===== src/rtl/tl_pkg.sv =====
// Shared encodings for the intersection phase sequencer: phase codes,
// operator mode codes, lamp patterns and the lamp decode helpers.
package tl_pkg;

    typedef enum logic [2:0] {
        A_GREEN  = 3'd0,
        A_YELLOW = 3'd1,
        AR_AB    = 3'd2,
        B_GREEN  = 3'd3,
        B_YELLOW = 3'd4,
        AR_BA    = 3'd5,
        FLASH    = 3'd6
    } phase_e;

    localparam logic [1:0] MODE_NORMAL = 2'b00;
    localparam logic [1:0] MODE_FLASH  = 2'b01;
    localparam logic [1:0] MODE_HOLD_A = 2'b10;
    localparam logic [1:0] MODE_HOLD_B = 2'b11;

    // Lamp bits are {red, yellow, green}
    localparam logic [2:0] LAMP_RED = 3'b100;
    localparam logic [2:0] LAMP_YEL = 3'b010;
    localparam logic [2:0] LAMP_GRN = 3'b001;
    localparam logic [2:0] LAMP_OFF = 3'b000;

    function automatic logic [2:0] lamp_a(input phase_e st, input logic flash_on);
        case (st)
            A_GREEN:  return LAMP_GRN;
            A_YELLOW: return LAMP_YEL;
            FLASH:    return flash_on ? LAMP_YEL : LAMP_OFF;
            default:  return LAMP_RED;
        endcase
    endfunction

    function automatic logic [2:0] lamp_b(input phase_e st, input logic flash_on);
        case (st)
            B_GREEN:  return LAMP_GRN;
            B_YELLOW: return LAMP_YEL;
            FLASH:    return flash_on ? LAMP_YEL : LAMP_OFF;
            default:  return LAMP_RED;
        endcase
    endfunction

endpackage


===== src/rtl/traffic_phase_sequencer_if.sv =====
// Operator/pedestrian inputs and lamp/display outputs of the phase sequencer.
interface traffic_phase_sequencer_if;
    logic       tick;
    logic [1:0] mode;
    logic       ped_a;
    logic       ped_b;
    logic [2:0] A_lights;
    logic [2:0] B_lights;
    logic       walk_a;
    logic       walk_b;
    logic [3:0] num_out;
    logic [2:0] phase;

    modport master (
        output tick, mode, ped_a, ped_b,
        input  A_lights, B_lights, walk_a, walk_b, num_out, phase
    );

    modport slave (
        input  tick, mode, ped_a, ped_b,
        output A_lights, B_lights, walk_a, walk_b, num_out, phase
    );
endinterface


===== src/rtl/sync2.sv =====
// Two-flop synchronizer for a single asynchronous level input.
module sync2 (
    input  logic clk,
    input  logic rst_a,
    input  logic d,
    output logic q
);
    logic meta_reg;
    logic q_reg;

    always_ff @(posedge clk or posedge rst_a) begin
        if (rst_a) begin
            meta_reg <= 1'b0;
            q_reg    <= 1'b0;
        end else begin
            meta_reg <= d;
            q_reg    <= meta_reg;
        end
    end

    assign q = q_reg;
endmodule


===== src/rtl/traffic_phase_sequencer.sv =====
// Tick-driven green/yellow/all-red scheduler for roads A and B with
// pedestrian gap-out, hold and flash modes; all outputs are registered.
module traffic_phase_sequencer
    import tl_pkg::*;
#(
    parameter int T_GREEN  = 8,
    parameter int T_YELLOW = 3,
    parameter int T_ALLRED = 1,
    parameter int T_GAP    = 2
) (
    input logic clk,
    input logic rst_a,
    traffic_phase_sequencer_if.slave bus
);
    localparam logic [3:0] G_LOAD   = 4'(T_GREEN - 1);
    localparam logic [3:0] Y_LOAD   = 4'(T_YELLOW - 1);
    localparam logic [3:0] AR_LOAD  = 4'(T_ALLRED - 1);
    localparam logic [3:0] GAP_LOAD = 4'(T_GAP - 1);
    localparam logic [3:0] GAP_VAL  = 4'(T_GAP);

    // Bits 1:0 mode, bit 2 ped_a, bit 3 ped_b
    logic [3:0] sync_in;
    logic [3:0] sync_out;
    assign sync_in = {bus.ped_b, bus.ped_a, bus.mode};

    genvar gi;
    generate
        for (gi = 0; gi < 4; gi++) begin : g_sync
            sync2 u_sync (
                .clk   (clk),
                .rst_a (rst_a),
                .d     (sync_in[gi]),
                .q     (sync_out[gi])
            );
        end
    endgenerate

    logic [1:0] mode_s;
    logic       ped_a_s;
    logic       ped_b_s;
    assign mode_s  = sync_out[1:0];
    assign ped_a_s = sync_out[2];
    assign ped_b_s = sync_out[3];

    phase_e     state_reg, state_next;
    logic [3:0] remain_reg, remain_next;
    logic       flash_reg, flash_next;
    logic       pend_a_reg, pend_a_next;
    logic       pend_b_reg, pend_b_next;
    logic       serve_a_reg, serve_a_next;
    logic       serve_b_reg, serve_b_next;
    logic       run_reg;
    logic [2:0] a_lights_reg, b_lights_reg;
    logic       walk_a_reg, walk_b_reg;
    logic [3:0] num_out_reg;

    // A tick on the first edge after reset release is swallowed by run_reg
    logic tick_en;
    assign tick_en = bus.tick & run_reg;

    always_comb begin
        state_next   = state_reg;
        remain_next  = remain_reg;
        flash_next   = flash_reg;
        pend_a_next  = pend_a_reg | ped_a_s;
        pend_b_next  = pend_b_reg | ped_b_s;
        serve_a_next = serve_a_reg;
        serve_b_next = serve_b_reg;
        if (tick_en) begin
            case (state_reg)
                A_GREEN: begin
                    if (mode_s == MODE_FLASH || mode_s == MODE_HOLD_B) begin
                        state_next  = A_YELLOW;
                        remain_next = Y_LOAD;
                    end else if (remain_reg == 4'd0) begin
                        if (mode_s != MODE_HOLD_A) begin
                            state_next  = A_YELLOW;
                            remain_next = Y_LOAD;
                        end
                    end else if (mode_s == MODE_NORMAL && pend_a_reg && remain_reg > GAP_VAL) begin
                        remain_next = GAP_LOAD;
                    end else begin
                        remain_next = remain_reg - 4'd1;
                    end
                end
                A_YELLOW: begin
                    if (remain_reg == 4'd0) begin
                        state_next  = AR_AB;
                        remain_next = AR_LOAD;
                    end else begin
                        remain_next = remain_reg - 4'd1;
                    end
                end
                AR_AB: begin
                    if (remain_reg != 4'd0) begin
                        remain_next = remain_reg - 4'd1;
                    end else if (mode_s == MODE_FLASH) begin
                        state_next  = FLASH;
                        remain_next = 4'd0;
                        flash_next  = 1'b0;
                    end else begin
                        state_next   = B_GREEN;
                        remain_next  = G_LOAD;
                        serve_a_next = pend_a_reg;
                        pend_a_next  = ped_a_s;
                    end
                end
                B_GREEN: begin
                    if (mode_s == MODE_FLASH || mode_s == MODE_HOLD_A) begin
                        state_next  = B_YELLOW;
                        remain_next = Y_LOAD;
                    end else if (remain_reg == 4'd0) begin
                        if (mode_s != MODE_HOLD_B) begin
                            state_next  = B_YELLOW;
                            remain_next = Y_LOAD;
                        end
                    end else if (mode_s == MODE_NORMAL && pend_b_reg && remain_reg > GAP_VAL) begin
                        remain_next = GAP_LOAD;
                    end else begin
                        remain_next = remain_reg - 4'd1;
                    end
                end
                B_YELLOW: begin
                    if (remain_reg == 4'd0) begin
                        state_next  = AR_BA;
                        remain_next = AR_LOAD;
                    end else begin
                        remain_next = remain_reg - 4'd1;
                    end
                end
                AR_BA: begin
                    if (remain_reg != 4'd0) begin
                        remain_next = remain_reg - 4'd1;
                    end else if (mode_s == MODE_FLASH) begin
                        state_next  = FLASH;
                        remain_next = 4'd0;
                        flash_next  = 1'b0;
                    end else begin
                        state_next   = A_GREEN;
                        remain_next  = G_LOAD;
                        serve_b_next = pend_b_reg;
                        pend_b_next  = ped_b_s;
                    end
                end
                FLASH: begin
                    if (mode_s != MODE_FLASH) begin
                        state_next  = AR_BA;
                        remain_next = AR_LOAD;
                    end else begin
                        flash_next = ~flash_reg;
                    end
                end
                default: begin
                    state_next  = AR_BA;
                    remain_next = AR_LOAD;
                end
            endcase
        end
    end

    always_ff @(posedge clk or posedge rst_a) begin
        if (rst_a) begin
            state_reg    <= AR_BA;
            remain_reg   <= AR_LOAD;
            flash_reg    <= 1'b0;
            pend_a_reg   <= 1'b0;
            pend_b_reg   <= 1'b0;
            serve_a_reg  <= 1'b0;
            serve_b_reg  <= 1'b0;
            run_reg      <= 1'b0;
            a_lights_reg <= LAMP_RED;
            b_lights_reg <= LAMP_RED;
            walk_a_reg   <= 1'b0;
            walk_b_reg   <= 1'b0;
            num_out_reg  <= AR_LOAD;
        end else begin
            state_reg    <= state_next;
            remain_reg   <= remain_next;
            flash_reg    <= flash_next;
            pend_a_reg   <= pend_a_next;
            pend_b_reg   <= pend_b_next;
            serve_a_reg  <= serve_a_next;
            serve_b_reg  <= serve_b_next;
            run_reg      <= 1'b1;
            a_lights_reg <= lamp_a(state_next, flash_next);
            b_lights_reg <= lamp_b(state_next, flash_next);
            walk_a_reg   <= (state_next == B_GREEN) && serve_a_next;
            walk_b_reg   <= (state_next == A_GREEN) && serve_b_next;
            num_out_reg  <= (state_next == FLASH) ? 4'd0 : remain_next;
        end
    end

    assign bus.A_lights = a_lights_reg;
    assign bus.B_lights = b_lights_reg;
    assign bus.walk_a   = walk_a_reg;
    assign bus.walk_b   = walk_b_reg;
    assign bus.num_out  = num_out_reg;
    assign bus.phase    = state_reg;
endmodule


===== src/flat_wrapper.sv =====
// flat-port wrapper written by rule: the top's interface ports become plain ports
module traffic_phase_sequencer_flat import tl_pkg::*;
#(
    parameter int T_GREEN  = 8,
    parameter int T_YELLOW = 3,
    parameter int T_ALLRED = 1,
    parameter int T_GAP    = 2
)
  (clk, rst_a, bus_tick, bus_mode, bus_ped_a, bus_ped_b, bus_A_lights, bus_B_lights, bus_walk_a, bus_walk_b, bus_num_out, bus_phase);
  traffic_phase_sequencer_if bus_i ();
  input logic clk;
  input logic rst_a;
  input wire logic [$bits(bus_i.tick)-1:0] bus_tick;
  input wire logic [$bits(bus_i.mode)-1:0] bus_mode;
  input wire logic [$bits(bus_i.ped_a)-1:0] bus_ped_a;
  input wire logic [$bits(bus_i.ped_b)-1:0] bus_ped_b;
  output wire logic [$bits(bus_i.A_lights)-1:0] bus_A_lights;
  output wire logic [$bits(bus_i.B_lights)-1:0] bus_B_lights;
  output wire logic [$bits(bus_i.walk_a)-1:0] bus_walk_a;
  output wire logic [$bits(bus_i.walk_b)-1:0] bus_walk_b;
  output wire logic [$bits(bus_i.num_out)-1:0] bus_num_out;
  output wire logic [$bits(bus_i.phase)-1:0] bus_phase;
  assign bus_i.tick = bus_tick;
  assign bus_i.mode = bus_mode;
  assign bus_i.ped_a = bus_ped_a;
  assign bus_i.ped_b = bus_ped_b;
  assign bus_A_lights = bus_i.A_lights;
  assign bus_B_lights = bus_i.B_lights;
  assign bus_walk_a = bus_i.walk_a;
  assign bus_walk_b = bus_i.walk_b;
  assign bus_num_out = bus_i.num_out;
  assign bus_phase = bus_i.phase;
  traffic_phase_sequencer #(.T_GREEN(T_GREEN), .T_YELLOW(T_YELLOW), .T_ALLRED(T_ALLRED), .T_GAP(T_GAP)) u_core (.clk(clk), .rst_a(rst_a), .bus(bus_i));
endmodule

===== config.mk =====
export PLATFORM = sky130hd
export DESIGN_NAME = traffic_phase_sequencer_flat
export DESIGN_NICKNAME = d
export VERILOG_FILES = /design/src/rtl/tl_pkg.sv /design/src/rtl/traffic_phase_sequencer_if.sv /design/src/rtl/sync2.sv /design/src/rtl/traffic_phase_sequencer.sv /design/src/flat_wrapper.sv
export SDC_FILE = /design/constraint.sdc
export NUM_CORES = 1
export LEC_CHECK = 0
export ABC_AREA = 1
export CORE_ASPECT_RATIO = 2
export CORE_MARGIN = 2
export CORE_UTILIZATION = 45
export CTS_CLUSTER_DIAMETER = 150
export DETAILED_ROUTE_END_ITERATION = 12
export GPL_ROUTABILITY_DRIVEN = 0
export PLACE_DENSITY = 0.67
export RECOVER_POWER = 100
export SLEW_MARGIN = 0
export SYNTH_ARGS = -nofsm -noshare
export SYNTH_HDL_FRONTEND = slang
export SYNTH_SLANG_ARGS = --single-unit

===== constraint.sdc =====
create_clock -name clk -period 3.8 [get_ports clk]
set_clock_uncertainty 0.1 [all_clocks]
set_input_delay 0.57 -clock clk [delete_from_list [all_inputs] [get_ports clk]]
set_output_delay 0.57 -clock clk [all_outputs]
set_load 0.02 [all_outputs]

Word-level counts from Yosys, hierarchy flattened
Cells that the tools add are included.
W data, S select, Z words.

cells by class
  add/subtract/negate cells = 1
  magnitude comparators = 1
  equality and inequality tests = 16
  muxes and demuxes = 54
  bitwise logic cells = 4
  reduce and logical (&&, ||, !) cells = 15

operator list
  cell                   number
  $mux W4                13
  $mux W3                15
  $pmux W3 S7            1
  $mux W1                20
  $pmux W4 S5            1
  $pmux W3 S3            2
  $eq A3 B3 Y1 const B   5
  $eq A3 B2 Y1 const B   3
  $eq A3 B1 Y1 const B   2
  $logic_and A1 B1 Y1    6
  $logic_not A3 Y1       2
  $eq A2 B2 Y1 const B   2
  $gt A4 B2 Y1 const B   1
  $logic_not A4 Y1       1
  $ne A2 B2 Y1 const B   2
  $reduce_bool A4 Y1     1
  $reduce_or A2 Y1       2
  $sub A4 B1 Y4 const B  1
  $eq A2 B1 Y1 const B   1
  $logic_not A2 Y1       1
  $logic_or A1 B1 Y1     2
  $mux W2                1
  $ne A2 B1 Y1 const B   1
  $or A1 B1 Y1           2
  other kinds (3)        3

word-level totals
  bits in registers = 33
  bits of input ports = 7
  output and inout port bits = 15

Logic depth before layout (Yosys ltp)
Gate-level depths: netlist (run 1).

  depth after elaboration = 9
  gate-level depth with buffers = 16
  mapped depth without buffers = 16

Modules after synthesis
A second synthesis (run 1) with hierarchy kept.

second synthesis, totals
  cell total of the unflattened synthesis = 238
  area total of the unflattened synthesis = 1811.7 um^2

by module, submodules not included
  module                   times used  cells an instance  area an instance (um^2)  seq. area each (um^2)
  traffic_phase_sequencer  1           226                1596.5                   630.6
  sync2                    4           3                  53.8                     50.0

Worst setup path after synthesis (run 1)
Ideal clock, no wire load.

  path kind = reg2reg
  start = reg u_core.remain_reg[0]
  end = reg u_core.a_lights_reg[1], in the netlist u_core.bus.A_lights[1]
  arrival time = 1.595 ns
  data required time = 3.585 ns
  setup slack = 1.990 ns
  stages on the path, launching flop included = 15
  path buffers = 1
  clock period less this slack = 1.810 ns
  cells stage by stage = dfrtp_1 inv_1 ha_1 buf_6 nand2_2 nor2_4 nand2_2 nor2_2 nor2_2 nand3_2 nand2_4 inv_4 nor2_4 nand2_2 nand2_2

between the ends
  word-level cells in the longest chain between the ends = 7
  elaborated cells between the ends (all ways) = 20
  those cells by class = 2 x eq/ne; 15 x mux; 3 x reduce/logical

RTL lines
  element                               line                                                           RTL
  from (decl)                           traffic_phase_sequencer.sv:46                                  logic [3:0] remain_reg, remain_next;
  from (signal assigned)                traffic_phase_sequencer.sv:178                                 remain_reg <= remain_next;
  $logic_not A4 Y1                      n/a
  $mux W3 (on tied branches)            traffic_phase_sequencer.sv:112, traffic_phase_sequencer.sv:75
  $mux W3 (on tied branches)            traffic_phase_sequencer.sv:109, traffic_phase_sequencer.sv:72
  $pmux W3 S7 *                         traffic_phase_sequencer.sv:70                                  case (state_reg)
  $mux W3 *                             traffic_phase_sequencer.sv:69                                  if (tick_en) begin
  net u_core.state_next[0]              traffic_phase_sequencer.sv:45                                  phase_e state_reg, state_next;
  $eq A3 B3 Y1 (tied with other cells)  tl_pkg.sv:27                                                   case (st)
  $pmux W3 S3 *                         tl_pkg.sv:27
  to (signal assigned)                  traffic_phase_sequencer.sv:185                                 a_lights_reg <= lamp_a(state_next, flash_next);
  to (decl)                             traffic_phase_sequencer.sv:53                                  logic [2:0] a_lights_reg, b_lights_reg;

The timed path passes the listed nets; every way through them passes the cells marked *.

Worst setup path after layout (run 1)
  start = reg u_core.remain_reg[0]
  end = reg u_core.num_out_reg[0], in the netlist u_core.bus.num_out[0]

between the ends
  elaborated cells between the ends (all ways) = 31
  those cells by class = 1 x add/sub; 1 x order compare; 1 x eq/ne; 24 x mux; 4 x reduce/logical

RTL lines
  element                     line                                                           RTL
  $logic_not A4 Y1            n/a
  $mux W3 (on tied branches)  traffic_phase_sequencer.sv:112, traffic_phase_sequencer.sv:75
  $mux W3 (on tied branches)  traffic_phase_sequencer.sv:109, traffic_phase_sequencer.sv:72
  $pmux W3 S7 *               traffic_phase_sequencer.sv:70
  $mux W3 *                   traffic_phase_sequencer.sv:69
  net u_core.state_next[2]    traffic_phase_sequencer.sv:45
  $eq A3 B3 Y1 *              traffic_phase_sequencer.sv:189                                 num_out_reg <= (state_next == FLASH) ? 4'd0 : remain_next;
  $mux W4 *                   traffic_phase_sequencer.sv:189
  to (signal assigned)        traffic_phase_sequencer.sv:189
  to (decl)                   traffic_phase_sequencer.sv:55                                  logic [3:0] num_out_reg;

Marks and branches as above.

==> results of run 1 <==
[cell usage in the layout (no fill, tap or decap)]
cell | netlist | routed
a21o_1 | 2 | 2
a21oi_1 | 2 | 2
clkbuf_1 | 0 | 1
clkbuf_8 | 1 | 5
clkdlybuf4s50_1 | 0 | 1
clkinv_2 | 1 | 3
clkinvlp_2 | 0 | 1
clkinvlp_4 | 0 | 1
conb_1 | 1 | 1
dfrtp_1 | 29 | 29
dfstp_2 | 4 | 4
dlygate4sd3_1 | 0 | 20
ha_1 | 7 | 7
inv_1 | 35 | 35
inv_2 | 3 | 3
nand2_1 | 79 | 82
nand2_2 | 7 | 6
nand2_4 | 4 | 2
nand3_1 | 19 | 21
nand3_2 | 3 | 1
nand3b_1 | 1 | 1
nand4_1 | 3 | 3
nor2_1 | 19 | 22
nor2_2 | 2 | 1
nor2_4 | 5 | 3
nor3_1 | 1 | 1
o211ai_1 | 1 | 1
o21a_1 | 1 | 1
o21ai_0 | 6 | 6
o21ai_2 | 1 | 1
o22ai_1 | 1 | 1
[layer usage]
layer  wire [um]  share of wire  up-vias  track usage
li1            -              -      787            -
met1        1460           0.38      689        0.179
met2        2090           0.54       27        0.332
met3          73          0.019       18       0.0251
met4         264          0.068        0        0.171
met5           0              0        -            0
[layout make-up]
| cell class | count | share of cell area |
|---|---|---|
| Sequential cell | 33 | 0.384 |
| Multi-Input combinational cell | 165 | 0.376 |
| Timing Repair Buffer | 22 | 0.0990 |
| Inverter | 40 | 0.0706 |
| Clock buffer | 5 | 0.0318 |
| Tap cell | 52 | 0.0301 |
| Clock inverter | 3 | 0.00810 |
[through the flow]
stage | total power [uW] | setup slack, ps | instance area (um^2) | std cells | hold WS [ps]
2_1_floorplan | 1200 | 1990 | 1890 | 242 | 231
5_1_grt | 1770 | 839 | 2160 | 320 | 255
3_5_place_dp | 1450 | 1330 | 2130 | 312 | 237
3_3_place_gp | 1450 | 1360 | 2130 | 312 | 233
6_report | 1630 | 1070 | 2160 | 320 | 249
4_1_cts | 1710 | 1530 | 2210 | 320 | 253
[cell families (layout without fill, tap and decap cells)]
logic type                 count (synthesis)  count (layout)  share of synthesized area
DFF                                       33              33                      0.439
adders and majority gates                  7               7                     0.0463
other                                      1               1                    0.00198
buffers and inverters                     44              70                      0.107
and+or+nand+nor                          143             143                      0.361
AOI/OAI and AO/OA                         14              14                     0.0450
[how the worst max path moves through the flow]
stage	to	slack (ps)
after detailed placement	u_core.bus.num_out[2]$_DFF_PP0_	1330
final	u_core.bus.num_out[0]$_DFF_PP0_	1070
after CTS	u_core.bus.walk_b$_DFF_PP0_	1530
after global routing	u_core.bus.A_lights[1]$_DFF_PP0_	840
after global placement	u_core.bus.num_out[3]$_DFF_PP0_	1360
after floorplan	u_core.bus.A_lights[1]$_DFF_PP0_	1990
[power by group]
part	internal (uW)	switching, uW	total [uW]
registers	456	83.4	539
logic	292	546	838
clock network	126	124	250
==> summary.md, run 1 <==
| Metric | Value |
|---|---|
| Min-Delay Endpoint | u_core.g_sync[2].u_sync.q$_DFF_PP0_ |
| Antenna fix cells | 0 |
| Full die area | 4770 um^2 |
| Global route overflow | 0 |
| Worst relative slew slack | 0.263 |
| Fillers | 425 |
| Fin. max-slew vios | 0 |
| Worst EP required | 3860 ps |
| Die height | 95.7 um |
| Crit path max fanout | 9 |
| Max-cap viol count | 0 |
| Final setup vio count | 0 |
| Mean Syn Cell Area | 7.81 um^2 |
| Clk sinks | 33 |
| Total CTS buffers | 5 |
| Clock slew at the register clock pins of the worst setup and hold paths | 70 ps |
| CP delay by family, top | simple AND/OR/NAND/NOR gates |
| Largest net degree at the start of global routing | 32 |
| Post-layout util | 0.534 |
| Crit path DAT | 2790 ps |
| Synth async-reset ratio | 1.00 |
| Commonest register cell after synthesis | dfrtp_1 |
| Number of synthesized flops with an enable pin | 0 |
| Final hold violations | 0 |
| Cell area after synthesis | 1890 um^2 |
| RSZ-0062 raised after global routing | false |
| WP depth | 11 |
| Post-CTS sizing | 0 |
| Multi-input gate area | 813 um^2 |
| Cts hold-fix bufs | 0 |
| HPWL Detailed | 3.19 mm |
| Initial DRC count | 23 |
| Clock Latency Late Sink | 280 ps |
| Final WL | 3.89 mm |
| Sequential share of the synthesized area | 0.439 |
| Most frequent cell after synthesis | nand2_1 |
| H-tree Lvls | 2 |
| Min Tclk post-route | 2730 ps |
| Post-synth top cells | nand2_1, inv_1, dfrtp_1 |
| Clock root cell | clkbuf_8 |
| Cells along the critical path | inv_1 > ha_1 > nand2_2 > nor2_1 > nand3_1 > nand2_1 > nand2_2 > nand2_1 > nand2_4 > nor2_1 > a21oi_1 |
| Gr usage total | 0.186 |
| Post-route ant nets | 0 |
| CP max stage cell | nor2_1 |
| Largest cells by area after synthesis | dfrtp_1, nand2_1, inv_1 |
| Bufs on Longest Clock Path | 2 |
| Area of the core | 4050 um^2 |
| CTS tree | built |
| Nets | 281 |
| Critical path type | reg2reg |
| Lkg Pwr | 0.00118 uW |
| Peak Freq | 0.367 GHz |
| Post-CTS setup buffer count | 0 |
| Yosys cell types | 28 |
| Peak VDD IR | 0.581 mV |
| Post-synth top area cell | dfrtp_1 |
| Initial antenna violation count | 0 |
| Syn Nets | 256 |
| Crit end category | flop |
| PwrDens | 753 nW/um^2 |
| YS warnings | 0 |
| R2R Path End | u_core.bus.num_out[0]$_DFF_PP0_ |
| CP peak stage delay | 490 ps |
| Starting Density | 0.467 |
| DIE WIDTH | 49.8 um |
| # rows | 33 |
| Final Cycle Share | 0.718 |
| Mean number of vias per cell | 4.75 |
| R2R cell count | 11 |
| CP startpoint kind | flop |
| Area growth syn-to-layout | 14.4% |
| Layout cells sized above 1 | 0.116 |
| Setup_tns | 0 ps |
| Via count of the first global-routing pass | 1532 |
| Global-route wire length before repair | 6.50 mm |
| FF-to-FF setup slack | 1070 ps |
| Drt first pass iters | 4 |
| Vias | 1521 |
| R2R Path Start | u_core.remain_reg[0]$_DFF_PP0_ |
| Critical path startpoint | u_core.remain_reg[0]$_DFF_PP0_ |
| CP Buf/Inv Count | 1 |
| Routed len/inst | 12.2 um |
| Num ports | 22 |
| Mapped Cells | 242 |
| Worst-Margin Slew | 1100 ps |
| Outcome | complete, no violations |
| Register area | 831 um^2 |
| Worst hold path class | reg2reg |
| Worst hold path startpoint | u_core.g_sync[2].u_sync.meta_reg$_DFF_PP0_ |
| Hold Path Stages | 0 |
| # DRC | 0 |
| Flops & latches, synth | 33 |
| Yosys top cell area share | 0.384 |
| I/O Buffers | 21 |
Power figures use the tool's default switching activity.
==> run 2: changes to the inputs <==
--- a/config.mk
+++ b/config.mk
@@ -12,7 +12,7 @@
 export CTS_CLUSTER_DIAMETER = 150
 export DETAILED_ROUTE_END_ITERATION = 12
 export GPL_ROUTABILITY_DRIVEN = 0
-export PLACE_DENSITY = 0.67
+export PLACE_DENSITY = 0.7
 export RECOVER_POWER = 100
 export SLEW_MARGIN = 0
 export SYNTH_ARGS = -nofsm -noshare
==> constraint.sdc (replaced) <==
create_clock -name clk -period 2.4 [get_ports clk]
set_clock_uncertainty 0.1 [all_clocks]
set_input_delay 0.36 -clock clk [delete_from_list [all_inputs] [get_ports clk]]
set_output_delay 0.36 -clock clk [all_outputs]
set_load 0.02 [all_outputs]
==> run 2 against run 1 <==
Net effect:
- combinational power up 67%
- hold slack better by 3.4 ps
- sequential power up 59%
- sequential cell count unchanged
- via count up 2.2%
- clock power up 81%
- routed wire length up 2.8%
- critical endpoint is now u_core.bus.num_out[2]$_DFF_PP0_
- largest cell class is now multi-input combinational cells
==> summary.md, run 2 (same netlist as run 1, synthesis figures left out) <==
| Metric | Value |
|---|---|
| Outcome | complete, no violations |
| Num ports | 22 |
| Finished Layout Cells | 324 |
| Worst hold path class | reg2reg |
| Placed Area | 2160 um^2 |
| Fin. max-slew vios | 0 |
| Clock root cell | clkbuf_8 |
| Clk sinks | 33 |
| Cts hold-fix bufs | 0 |
| DIE WIDTH | 49.8 um |
| Starting Density | 0.467 |
| Final hold violations | 0 |
| Worst-Margin Slew | 782 ps |
| Min-Delay Endpoint | u_core.g_sync[1].u_sync.q$_DFF_PP0_ |
| Global route overflow | 0 |
| Max-cap viol count | 0 |
| Bufs on Longest Clock Path | 2 |
| Antenna fix cells | 0 |
| Hold WS | 252 ps |
| Crit path DAT | 2180 ps |
| Final setup vio count | 0 |
| Commonest non-fill, non-tap cell in the layout | nand2_1 |
| Total CTS buffers | 5 |
| Post-route ant nets | 0 |
| Crit end category | flop |
| Hold Path Stages | 0 |
| CTS tree | built |
| Worst hold path startpoint | u_core.g_sync[1].u_sync.meta_reg$_DFF_PP0_ |
| Peak VDD IR | 0.651 mV |
| Most frequent cells in the layout | nand2_1, inv_1, dfrtp_1 |
| Clock slew at the register clock pins of the worst setup and hold paths | 60 ps |
| Critical path type | reg2reg |
| Crit path max fanout | 7 |
| Global-route wire length before repair | 7.11 mm |
| Final Instance Area | 2240 um^2 |
| # DRC | 0 |
| Worst relative slew slack | 0.479 |
| Die height | 95.7 um |
| Mean number of vias per cell | 4.80 |
| # rows | 33 |
| Routed len/inst | 12.3 um |
| I/O Buffers | 21 |
| Area of the core | 4050 um^2 |
| Peak Freq | 0.475 GHz |
| Layout cells sized above 1 | 0.140 |
| Area growth syn-to-layout | 18.3% |
| Nets | 285 |
| H-tree Lvls | 2 |
| Full die area | 4770 um^2 |
| R2R Path End | u_core.bus.num_out[2]$_DFF_PP0_ |
| Min Tclk post-route | 2100 ps |
| Post-CTS sizing | 0 |
| RSZ-0062 raised after global routing | false |
| Setup_tns | 0 ps |
| Largest net degree at the start of global routing | 34 |
| HPWL Detailed | 3.28 mm |
| Clock Latency Late Sink | 280 ps |
| Drt first pass iters | 4 |
| Post-CTS setup buffer count | 0 |
| CP startpoint kind | flop |
| Via count of the first global-routing pass | 1531 |
| Final Cycle Share | 0.876 |
| Lkg Pwr | 0.00122 uW |
| Worst EP required | 2480 ps |
| FF-to-FF setup slack | 300 ps |
| Placed instance count | 316 |
| PwrDens | 1210 nW/um^2 |
| R2R cell count | 11 |
| Vias | 1555 |
| Gr usage total | 0.203 |
| Final WL | 4.00 mm |
| Initial DRC count | 12 |
| Initial antenna violation count | 0 |
| R2R Path Start | u_core.remain_reg[0]$_DFF_PP0_ |
| Post-layout util | 0.553 |
run 2: changes by cell type in the layout (fill, tap and decap cells not counted), moves of 2 or more:
cell      before  now
buf_4          0    4
nor2_4         3    5
clkbuf_8       5    7
nand2_4        2    4
nand2_2        6    3
nor2_1        22   20
run 2: report_power, final:
| part | switching (uW) | total (uW) | leakage (uW) | internal (uW) |
|---|---|---|---|---|
| sequential | 135 | 857 | 0.000396 | 721 |
| clock | 194 | 453 | 0.0000542 | 259 |
| combinational | 897 | 1400 | 0.000771 | 500 |
| total | 1230 | 2710 | 0.00122 | 1480 |
run 2: worst max path at each step:
stage                              startpoint                          endpoint  slack (ps)  cells after the start
2_1_floorplan  u_core.remain_reg[0]$_DFF_PP0_  u_core.bus.A_lights[1]$_DFF_PP0_         590                     14
3_3_place_gp   u_core.remain_reg[0]$_DFF_PP0_   u_core.bus.num_out[1]$_DFF_PP0_         380                     13
3_5_place_dp                         bus_tick   u_core.bus.num_out[2]$_DFF_PP0_         350                     12
4_1_cts        u_core.remain_reg[0]$_DFF_PP0_   u_core.bus.num_out[2]$_DFF_PP0_         340                     11
5_1_grt        u_core.remain_reg[0]$_DFF_PP0_   u_core.bus.num_out[2]$_DFF_PP0_          90                     11
6_report       u_core.remain_reg[0]$_DFF_PP0_   u_core.bus.num_out[2]$_DFF_PP0_         300                     11
run 2: critical path, cell delays in order (launching register included):
cell and delay (ps):
dfrtp_1 460, inv_1 150, ha_1 240, buf_4 160, nand2_1 140, nor2_1 80, o21ai_2 170, nand3_1 140
nand2_4 110, nand3_1 110, nand2_1 90, inv_1 40
run 2: per-stage QoR:
stage / power (uW) / worst slack, ps
2_1_floorplan: 1890 / 590
3_3_place_gp: 2320 / 380
3_5_place_dp: 2340 / 352
4_1_cts: 2800 / 345
5_1_grt: 2950 / 93.0
6_report: 2710 / 297
run 2: cell type report:
class                      instances  area (um^2)
sequential                        33          831
tap                               52         65.1
timing repair buffer              26          245
clock inverter                     1         5.00
fill                             434         1810
clock buffer                       7         96.3
multi-input combinational        165          841
inverter                          40          154
run 2: layer usage:
metal  vias to the layer above  routed length (um)  GRT usage
li1                        798                   -          -
met1                       707                1410      0.203
met5                         -                   0          0
met2                        35                2290      0.372
met3                        15                  89     0.0282
met4                         0                 204      0.146
==> run 3: changes to the inputs <==
--- a/config.mk
+++ b/config.mk
@@ -18,3 +18,4 @@
 export SYNTH_ARGS = -nofsm -noshare
 export SYNTH_HDL_FRONTEND = slang
 export SYNTH_SLANG_ARGS = --single-unit
+export TNS_END_PERCENT = 20
==> constraint.sdc (replaced) <==
create_clock -name clk -period 2.4 [get_ports clk]
set_clock_uncertainty 0.1 [all_clocks]
set_input_delay 0.48 -clock clk [delete_from_list [all_inputs] [get_ports clk]]
set_output_delay 0.48 -clock clk [all_outputs]
set_load 0.02 [all_outputs]
==> run 3 against run 2 <==
Net effect:
- routed wire length grew 4.0%
- sequential cell count is the same
- register-to-register slack lost 70 ps
- setup slack lost 82 ps
- utilization shrank 0.093 points
- via count grew 1.4%
- critical path type is now reg2out
- cell count shrank 0.31%
- first-iteration DRC count grew to 3.3 times the previous value
- global-route usage shrank 0.61 points
- largest cell class unchanged
- power grew 0.98%
- sequential power shrank 0.6%
- clock-buffer cell count shrank 1
==> summary.md, run 3 (same netlist as run 1, synthesis figures left out) <==
| Metric | Value |
|---|---|
| Clk sinks | 33 |
| Worst-Margin Slew | 776 ps |
| Clock root cell | clkbuf_8 |
| Starting Density | 0.467 |
| Fin. max-slew vios | 0 |
| Initial DRC count | 39 |
| Multi-input gate area | 838 um^2 |
| Post-layout util | 0.552 |
| Global route overflow | 0 |
| Critical path type | reg2out |
| Cts hold-fix bufs | 0 |
| CP peak stage delay | 700 ps |
| Post-CTS sizing | 0 |
| Initial antenna violation count | 0 |
| Final hold violations | 0 |
| Lkg Pwr | 0.00122 uW |
| Worst hold path class | reg2reg |
| Final Cycle Share | 0.910 |
| Clock slew at the register clock pins of the worst setup and hold paths | 70 ps |
| Total CTS buffers | 5 |
| Crit path max fanout | 9 |
| DIE WIDTH | 49.8 um |
| Worst EP required | 1820 ps |
| CP Buf/Inv Count | 1 |
| CP delay by family, top | buffers and inverters |
| CP startpoint kind | flop |
| Most frequent cells in the layout | nand2_1, inv_1, dfrtp_1 |
| Drt first pass iters | 4 |
| Clock power share | 0.183 |
| CP max stage cell | dlygate4sd3_1 |
| Bufs on Longest Clock Path | 2 |
| Peak VDD IR | 0.576 mV |
| RSZ-0062 raised after global routing | false |
| Sw Pwr | 1220 uW |
| Area of the core | 4050 um^2 |
| Post-CTS setup buffer count | 0 |
| Nets | 284 |
| Outcome | complete, no violations |
| FF-to-FF setup slack | 230 ps |
| Commonest non-fill, non-tap cell in the layout | nand2_1 |
| # DRC | 0 |
| Vias | 1576 |
| Pint | 1510 uW |
| Gr usage total | 0.197 |
| Setup_tns | 0 ps |
| I/O Buffers | 21 |
| Num ports | 22 |
| Global-route wire length before repair | 6.91 mm |
| Die height | 95.7 um |
| Via count of the first global-routing pass | 1542 |
| Cells along the critical path | dlygate4sd3_1 |
| Peak Freq | 0.458 GHz |
| H-tree Lvls | 2 |
| # rows | 33 |
| Finished Layout Cells | 323 |
| Full die area | 4770 um^2 |
| Layout cells sized above 1 | 0.133 |
| Max-cap viol count | 0 |
| Crit path DAT | 1600 ps |
| Fillers | 423 |
| Mean number of vias per cell | 4.88 |
| CTS tree | built |
| Min Tclk post-route | 2180 ps |
| HPWL Detailed | 3.37 mm |
| Final setup vio count | 0 |
| Switch share | 0.446 |
| PwrDens | 1220 nW/um^2 |
| Antenna fix cells | 0 |
| Worst relative slew slack | 0.483 |
| Crit end category | output pin |
| Clock Latency Late Sink | 290 ps |
| Placed instance count | 315 |
| Register area | 831 um^2 |
| Area growth syn-to-layout | 18.1% |
| Gate power share | 0.505 |
| Sequential Power Share | 0.312 |
| Final WL | 4.16 mm |
| Pwr Total | 2730 uW |
| Routed len/inst | 12.9 um |
| Post-route ant nets | 0 |
| Largest net degree at the start of global routing | 34 |
==> run 3: changes by cell type in the layout (fill, tap and decap cells not counted) <==
cell,delta
buf_4,-1
bufinv_16,+1
clkbuf_1,+1
clkbuf_8,-2
nand3_1,-1
nand3_2,+1
nor2_1,+1
nor2_4,-1
==> run 3: metrics by stage <==
stage | hold slack [ps] | cell area, um^2 | setup slack [ps]
after floorplan | 231 | 1890 | 590
after global placement | 233 | 2150 | 361
after detailed placement | 236 | 2150 | 356
after CTS | 248 | 2260 | 257
after global routing | 256 | 2230 | 102
final | 247 | 2230 | 215
==> run 3: final timing paths <==
path,start,cells past startpoint,to
max,u_core.bus.phase[2]$_DFF_PP1_,1,bus_phase[2]
min,u_core.g_sync[2].u_sync.meta_reg$_DFF_PP0_,0,u_core.g_sync[2].u_sync.q$_DFF_PP0_
max reg2reg,u_core.remain_reg[0]$_DFF_PP0_,12,u_core.bus.num_out[0]$_DFF_PP0_
min reg2reg,u_core.g_sync[2].u_sync.meta_reg$_DFF_PP0_,0,u_core.g_sync[2].u_sync.q$_DFF_PP0_
max in group asynchronous,rst_a,3,u_core.run_reg$_DFF_PP0_
min in group asynchronous,rst_a,3,u_core.g_sync[1].u_sync.meta_reg$_DFF_PP0_
==> run 3: power groups by stage <==
stage | combinational (uW) | clock (uW) | sequential, uW
finish | 1380 | 500 | 852
global route | 1540 | 533 | 875
CTS | 1450 | 513 | 859
detailed placement | 1450 | 0 | 868
global placement | 1430 | 0 | 863
floorplan | 955 | 0 | 939
==> run 3: layout make-up <==
type / instances / share of cell area
clock buffers: 6 / 0.0325
clock inverters: 2 / 0.0157
inverters: 40 / 0.0689
multi-input cells: 165 / 0.375
flip-flops and latches: 33 / 0.372
well taps: 52 / 0.0291
repair buffers: 25 / 0.106
==> run 3: per-layer routing <==
metal / GRT usage / part of all wire / vias to the layer above
met1: 0.190 / 0.35 / 738
met5: 0 / 0 / -
met4: 0.134 / 0.046 / 0
met3: 0.0141 / 0.019 / 15
li1: - / - / 790
met2: 0.381 / 0.58 / 33
